## config.mk

```make
export PLATFORM = sky130hd
export DESIGN_NAME = div_ctrl
export DESIGN_NICKNAME = d
export VERILOG_FILES = /design/src/rtl/div_ctrl.sv
export SDC_FILE = /design/constraint.sdc
export NUM_CORES = 1
export LEC_CHECK = 0
export ABC_CLOCK_PERIOD_IN_PS = 14400
export BUFFER_PORTS_ARGS = -buffer_cell sky130_fd_sc_hd__clkbuf_2
export CORE_MARGIN = 2
export CORE_UTILIZATION = 40
export CTS_CLUSTER_SIZE = 16
export DETAILED_ROUTE_END_ITERATION = 10
export SLEW_MARGIN = 30
export SYNTH_ARGS = -nofsm -noshare
export SYNTH_HDL_FRONTEND = slang
export SYNTH_SLANG_ARGS = --single-unit
```

## constraint.sdc

```tcl
create_clock -name clk -period 14.4 [get_ports clk]
set_input_delay 1.44 -clock clk [delete_from_list [all_inputs] [get_ports clk]]
set_output_delay 1.44 -clock clk [all_outputs]
set_load 0.02 [all_outputs]
```

## src/rtl/div_ctrl.sv

```systemverilog
// -----------------------------------------------------------------------------
// div_ctrl -- multi-cycle DIV/DIVU sequencer for the execute stage.
//
// Radix-2 restoring shift-subtract divider. Operands are captured as
// magnitudes when the instruction is first seen in IDLE; the iteration then
// produces one quotient bit per cycle while stall_req holds F/D/E. The final
// quotient/remainder is sign-corrected and offered to HI/LO with a single
// write strobe (hilo_we) on the cycle the E stage is allowed to advance.
//
// Optional feature macro: DIV_EARLY_EXIT_EN
//   When defined, a nonzero divisor whose magnitude exceeds the dividend's
//   magnitude skips the iteration and goes straight to DONE (quotient 0,
//   remainder = dividend). Undefined: every nonzero divisor runs WIDTH cycles.
//
// Ports
//   clk           system clock, rising edge
//   rst           asynchronous reset, active low
//   start         DIV/DIVU present in E (held high while stalled)
//   signed_div    1 = DIV (two's complement), 0 = DIVU
//   annul         flush/cancel, aborts any operation
//   advance       E stage may move this cycle
//   opa, opb      dividend (rs), divisor (rt)
//   stall_req     hold F/D/E
//   busy          sequencer not idle
//   result_valid  hi_out/lo_out hold the final result
//   hilo_we       write HI/LO this cycle
//   hi_out        remainder
//   lo_out        quotient
//   div_zero      current result came from a zero divisor
// -----------------------------------------------------------------------------
module div_ctrl #(
   parameter int WIDTH = 32
) (
   input  logic             clk,
   input  logic             rst,
   input  logic             start,
   input  logic             signed_div,
   input  logic             annul,
   input  logic             advance,
   input  logic [WIDTH-1:0] opa,
   input  logic [WIDTH-1:0] opb,
   output logic             stall_req,
   output logic             busy,
   output logic             result_valid,
   output logic             hilo_we,
   output logic [WIDTH-1:0] hi_out,
   output logic [WIDTH-1:0] lo_out,
   output logic             div_zero
);

   localparam int CW = (WIDTH > 1) ? $clog2(WIDTH) : 1;

   typedef enum logic [1:0] {IDLE, ZERO, CALC, DONE} state_t;

   state_t           state;
   logic [CW-1:0]    count;
   logic [WIDTH-1:0] rem;
   logic [WIDTH-1:0] quo;
   logic [WIDTH-1:0] dvs;
   logic             sign_q;
   logic             sign_r;

   logic [WIDTH-1:0] abs_a;
   logic [WIDTH-1:0] abs_b;
   logic [WIDTH:0]   shifted;
   logic [WIDTH:0]   trial;
   logic [WIDTH-1:0] rem_nxt;
   logic [WIDTH-1:0] quo_nxt;

   // Magnitude of an operand; unsigned operands pass through unchanged.
   function automatic logic [WIDTH-1:0] magnitude(input logic [WIDTH-1:0] v,
                                                   input logic             is_signed);
      magnitude = (is_signed && v[WIDTH-1]) ? -v : v;
   endfunction

   // Final sign correction; wraps at WIDTH bits so -2^(W-1)/-1 needs no trap.
   function automatic logic [WIDTH-1:0] sign_fix(input logic [WIDTH-1:0] v,
                                                  input logic             neg);
      sign_fix = neg ? -v : v;
   endfunction

   assign abs_a = magnitude(opa, signed_div);
   assign abs_b = magnitude(opb, signed_div);

   // One restoring step: shift {rem,quo} left, try subtracting the divisor.
   // The shifted partial remainder can reach WIDTH+1 bits, so the trial is
   // done one bit wider and its top bit is the borrow.
   always_comb begin
      shifted = {rem, quo[WIDTH-1]};
      trial   = shifted - {1'b0, dvs};
      if (!trial[WIDTH]) begin
         rem_nxt = trial[WIDTH-1:0];
         quo_nxt = {quo[WIDTH-2:0], 1'b1};
      end else begin
         rem_nxt = shifted[WIDTH-1:0];
         quo_nxt = {quo[WIDTH-2:0], 1'b0};
      end
   end

   always_ff @(posedge clk or negedge rst) begin
      if (!rst) begin
         state        <= IDLE;
         count        <= '0;
         rem          <= '0;
         quo          <= '0;
         dvs          <= '0;
         sign_q       <= 1'b0;
         sign_r       <= 1'b0;
         result_valid <= 1'b0;
         hi_out       <= '0;
         lo_out       <= '0;
         div_zero     <= 1'b0;
      end else if (annul) begin
         state        <= IDLE;
         result_valid <= 1'b0;
      end else begin
         case (state)
            IDLE: begin
               if (start) begin
                  sign_q <= signed_div & (opa[WIDTH-1] ^ opb[WIDTH-1]);
                  sign_r <= signed_div & opa[WIDTH-1];
                  dvs    <= abs_b;
                  count  <= '0;
                  rem    <= '0;
                  if (opb == '0) begin
                     // Zero divisor reports the raw dividend, so keep it as-is.
                     quo   <= opa;
                     state <= ZERO;
                  end
`ifdef DIV_EARLY_EXIT_EN
                  else if (abs_a < abs_b) begin
                     quo          <= '0;
                     rem          <= abs_a;
                     lo_out       <= '0;
                     hi_out       <= sign_fix(abs_a, signed_div & opa[WIDTH-1]);
                     div_zero     <= 1'b0;
                     result_valid <= 1'b1;
                     state        <= DONE;
                  end
`endif
                  else begin
                     quo   <= abs_a;
                     state <= CALC;
                  end
               end
            end
            ZERO: begin
               lo_out       <= '1;
               hi_out       <= quo;
               div_zero     <= 1'b1;
               result_valid <= 1'b1;
               state        <= DONE;
            end
            CALC: begin
               rem   <= rem_nxt;
               quo   <= quo_nxt;
               count <= count + CW'(1);
               if (count == CW'(WIDTH - 1)) begin
                  lo_out       <= sign_fix(quo_nxt, sign_q);
                  hi_out       <= sign_fix(rem_nxt, sign_r);
                  div_zero     <= 1'b0;
                  result_valid <= 1'b1;
                  state        <= DONE;
               end
            end
            DONE: begin
               if (advance) begin
                  result_valid <= 1'b0;
                  state        <= IDLE;
               end
            end
            default: state <= IDLE;
         endcase
      end
   end

   // Stall is combinational so the pipeline is already held in the cycle the
   // instruction is first seen in IDLE. Gated by rst so reset forces it low.
   assign stall_req = rst & start & ~annul & (state != DONE);
   assign busy      = (state != IDLE);
   assign hilo_we   = result_valid & advance & ~annul;

endmodule

```

==> key figures <==
Cells and area
  • # diodes: 0
  • Fillers: 3073
  • Sequential cell area: 4280 µm²
  • Area occupied by multi-input gates: 7410 µm²
  • Fin area: 13790 µm²
  • Area delta synth->final: 12.85%
  • Nets: 1684
  • Share of post-route cells with drive strength above 1: 0.1446

Synthesis
  • Asr flop ratio synth: 1.000
  • Synthesized area: approximately 12000 µm²
  • Top FF cell, synth: dfrtp_1
  • Netlist cell types: 80
  • Syn nets: 1600
  • Number of synthesized flops with an enable pin: 0
  • Synthesized area per cell: about 8 µm²
  • #FFs+latches synth: 171
  • Post-synth top area cell: dfrtp_1
  • Synth area leaders: dfrtp_1, o21ai_0, xor2_1
  • Ys Warns: 0
  • Yosys top cell area share: 0.3501
  • Post-Synthesis Cells: 1487
  • Sequential area share after synthesis: 0.3501
  • Post-synth top cells: dfrtp_1, o21ai_0, nand2_1, a21oi_1, nor2_1
  • Most numerous cell in the Yosys netlist: dfrtp_1

Clocking
  • Post-CTS setup repair buffer count: 0
  • Clock-pin slew on the worst setup and hold paths: 80 ps
  • H-tree depth: 4
  • Post-CTS sizing: 0
  • Hold buffers post-CTS: 0
  • Root buf cell: clkbuf_16
  • # clock sinks: 171
  • Clk_lat worst skew: 450 ps
  • Clock buffer count from CTS: 17
  • CTS tree: yes
  • Deepest clock path buffer count: 2

Route
  • Via count of the routed design: 11230
  • WL final: between 30000 and 40000 µm
  • First drt pass iteration count: 5
  • Detailed-route DRC error count: 0
  • Post-DRT Antenna Nets: 0
  • DR WL/cell: approximately 19 µm
  • Iter 0 DRT Violations: 980
  • DR vias/cell: 5.670

Global route
  • GRT Residual Overflow: 0
  • First-pass GRT wire length: 58730 µm
  • GR Util All Layers: 0.2372
  • Met2 Usage GRT: 0.3646
  • Met3 Use GR: 0.02884
  • GRT Max-Usage Layer: met2
  • Vias in the first global route: 10420
  • Met1 usage: 0.3452
  • Largest net degree at the start of global routing: 71
  • Initial antenna violation count: 0

Critical path
  • Crit path capture type: flip-flop
  • WP data arrival: roughly 6700 ps
  • Crit path kind: reg -> reg
  • Startpoint types: flip-flop
  • Worst Path Max Fanout: 36
  • CP required: 14720 ps

STA
  • Max frequency: roughly 160 MHz
  • RSZ-0062 raised after global routing: false
  • Slew Limit Headroom: 0.3743
  • Final period util: 0.4411
  • Worst-margin pin slew: approximately 940 ps
  • Worst Skew: 18.53 ps
  • Final setup violation count: 0
  • Min Tclk post-route: 6352 ps
  • Final hold slack: 481.8 ps
  • Setup tns final: 0 ps
  • Final Hold Viols: 0
  • Final-report max-slew violation count: 0

Job
  • Max-Cap Viols: 0

Placement
  • DPL Wire Length: 28600 µm
  • Port bufs: 138
  • GP Congestion: 0.8843
  • Placement Cell Area: 13170 µm²

Outcome
  • Status: completed

Floorplanning
  • # rows: between 60 and 70
  • Die extent in y: between 150 and 200 µm
  • Width of the die: 178.8 µm
  • Num ports: 139
  • Initial Util: 0.4027
  • Core Footprint: 30350 µm²
  • Die footprint: between 30000 and 40000 µm²

Hold path
  • Hold Crit Class: reg -> reg
## final timing paths
path	startpoint	to	slack [ps]	cells past startpoint
worst max-delay path	quo[31]$_DFFE_PN0P_	hi_out[30]$_DFFE_PN0P_	8050	22
worst min-delay path	dvs[3]$_DFFE_PN0P_	dvs[3]$_DFFE_PN0P_	480	2
worst max register to register	quo[31]$_DFFE_PN0P_	hi_out[30]$_DFFE_PN0P_	8050	22
worst min register to register	dvs[3]$_DFFE_PN0P_	dvs[3]$_DFFE_PN0P_	480	2
max in group asynchronous	rst	sign_q$_DFFE_PN0P_	12210	2
min in group asynchronous	rst	lo_out[26]$_DFFE_PN0P_	940	1
## cell families after synthesis
family,Yosys count,share of synthesized area
simple gates,482,0.1913
compound gates,476,0.2376
flops,171,0.3501
xor+xnor,144,0.1032
buf+inv,138,0.04606
fa+ha+maj,43,0.04463
mux,33,0.02713
## worst max-delay path: stages, from the launching register on
cell and delay (ps):
dfrtp_1 400, inv_1 100, ha_1 180, inv_1 60, fa_1 410, a211oi_2 280, o211ai_1 170, a21oi_1 390
a2111oi_0 210, a211oi_2 460, nor2_4 50, inv_2 470, mux2i_1 370, ha_1 270, nand2_1 60, or3_1 380
or4_1 470, a211o_1 290, o41ai_2 410, o2111ai_1 270, o31ai_1 310, xnor2_1 150, o21ai_1 70
## through the flow
stage | utilization | instances | setup WS (ps)
4_1_cts | 0.4544 | 1980 | 8100
3_3_place_gp | 0.4337 | 1948 | 8289
6_report | 0.4545 | 1980 | 8048
3_5_place_dp | 0.4339 | 1948 | 8152
2_1_floorplan | - | 1487 | 8797
5_1_grt | 0.4545 | 1980 | 7527
## area by class of cell
cell class                 count  area share
tap                          396     0.03592
inverter                      53     0.01442
multi-input combinational   1178      0.5372
clock buffer                  17     0.03084
clock inverter                15     0.01424
timing repair buffer         150     0.05706
sequential                   171      0.3103
## flip-flops by register name (all words and copies together), names as in the netlist
signal        count
dvs              32
hi_out           32
lo_out           32
quo              32
rem              32
count             5
state             2
div_zero          1
result_valid      1
sign_q            1
sign_r            1
## per-layer routing
metal  wire (µm)  part of all wire
met5           0                 0
met4         869             0.023
met2       16430              0.44
met3        1890             0.051
met1       18050              0.48
## cell usage in the layout (no fill, tap or decap), drive strengths merged, types with 13 or more instances in the layout
cell type / Yosys / layout
o21ai: 174 / 174
dfrtp: 171 / 171
nand2: 155 / 155
clkbuf: 68 / 154
a21oi: 145 / 145
nor2: 139 / 139
xor2: 89 / 89
inv: 53 / 61
xnor2: 55 / 55
ha: 42 / 42
o31ai: 33 / 33
mux2i: 32 / 32
nor3b: 31 / 31
nor3: 27 / 27
o22ai: 27 / 27
or3: 27 / 27
or4: 20 / 20
nand3: 18 / 18
o41ai: 14 / 14
a211oi: 14 / 14
buf: 16 / 13
Power is not shown: default switching activity piles up to over one toggle a cycle in this logic, so the estimate is an artifact.
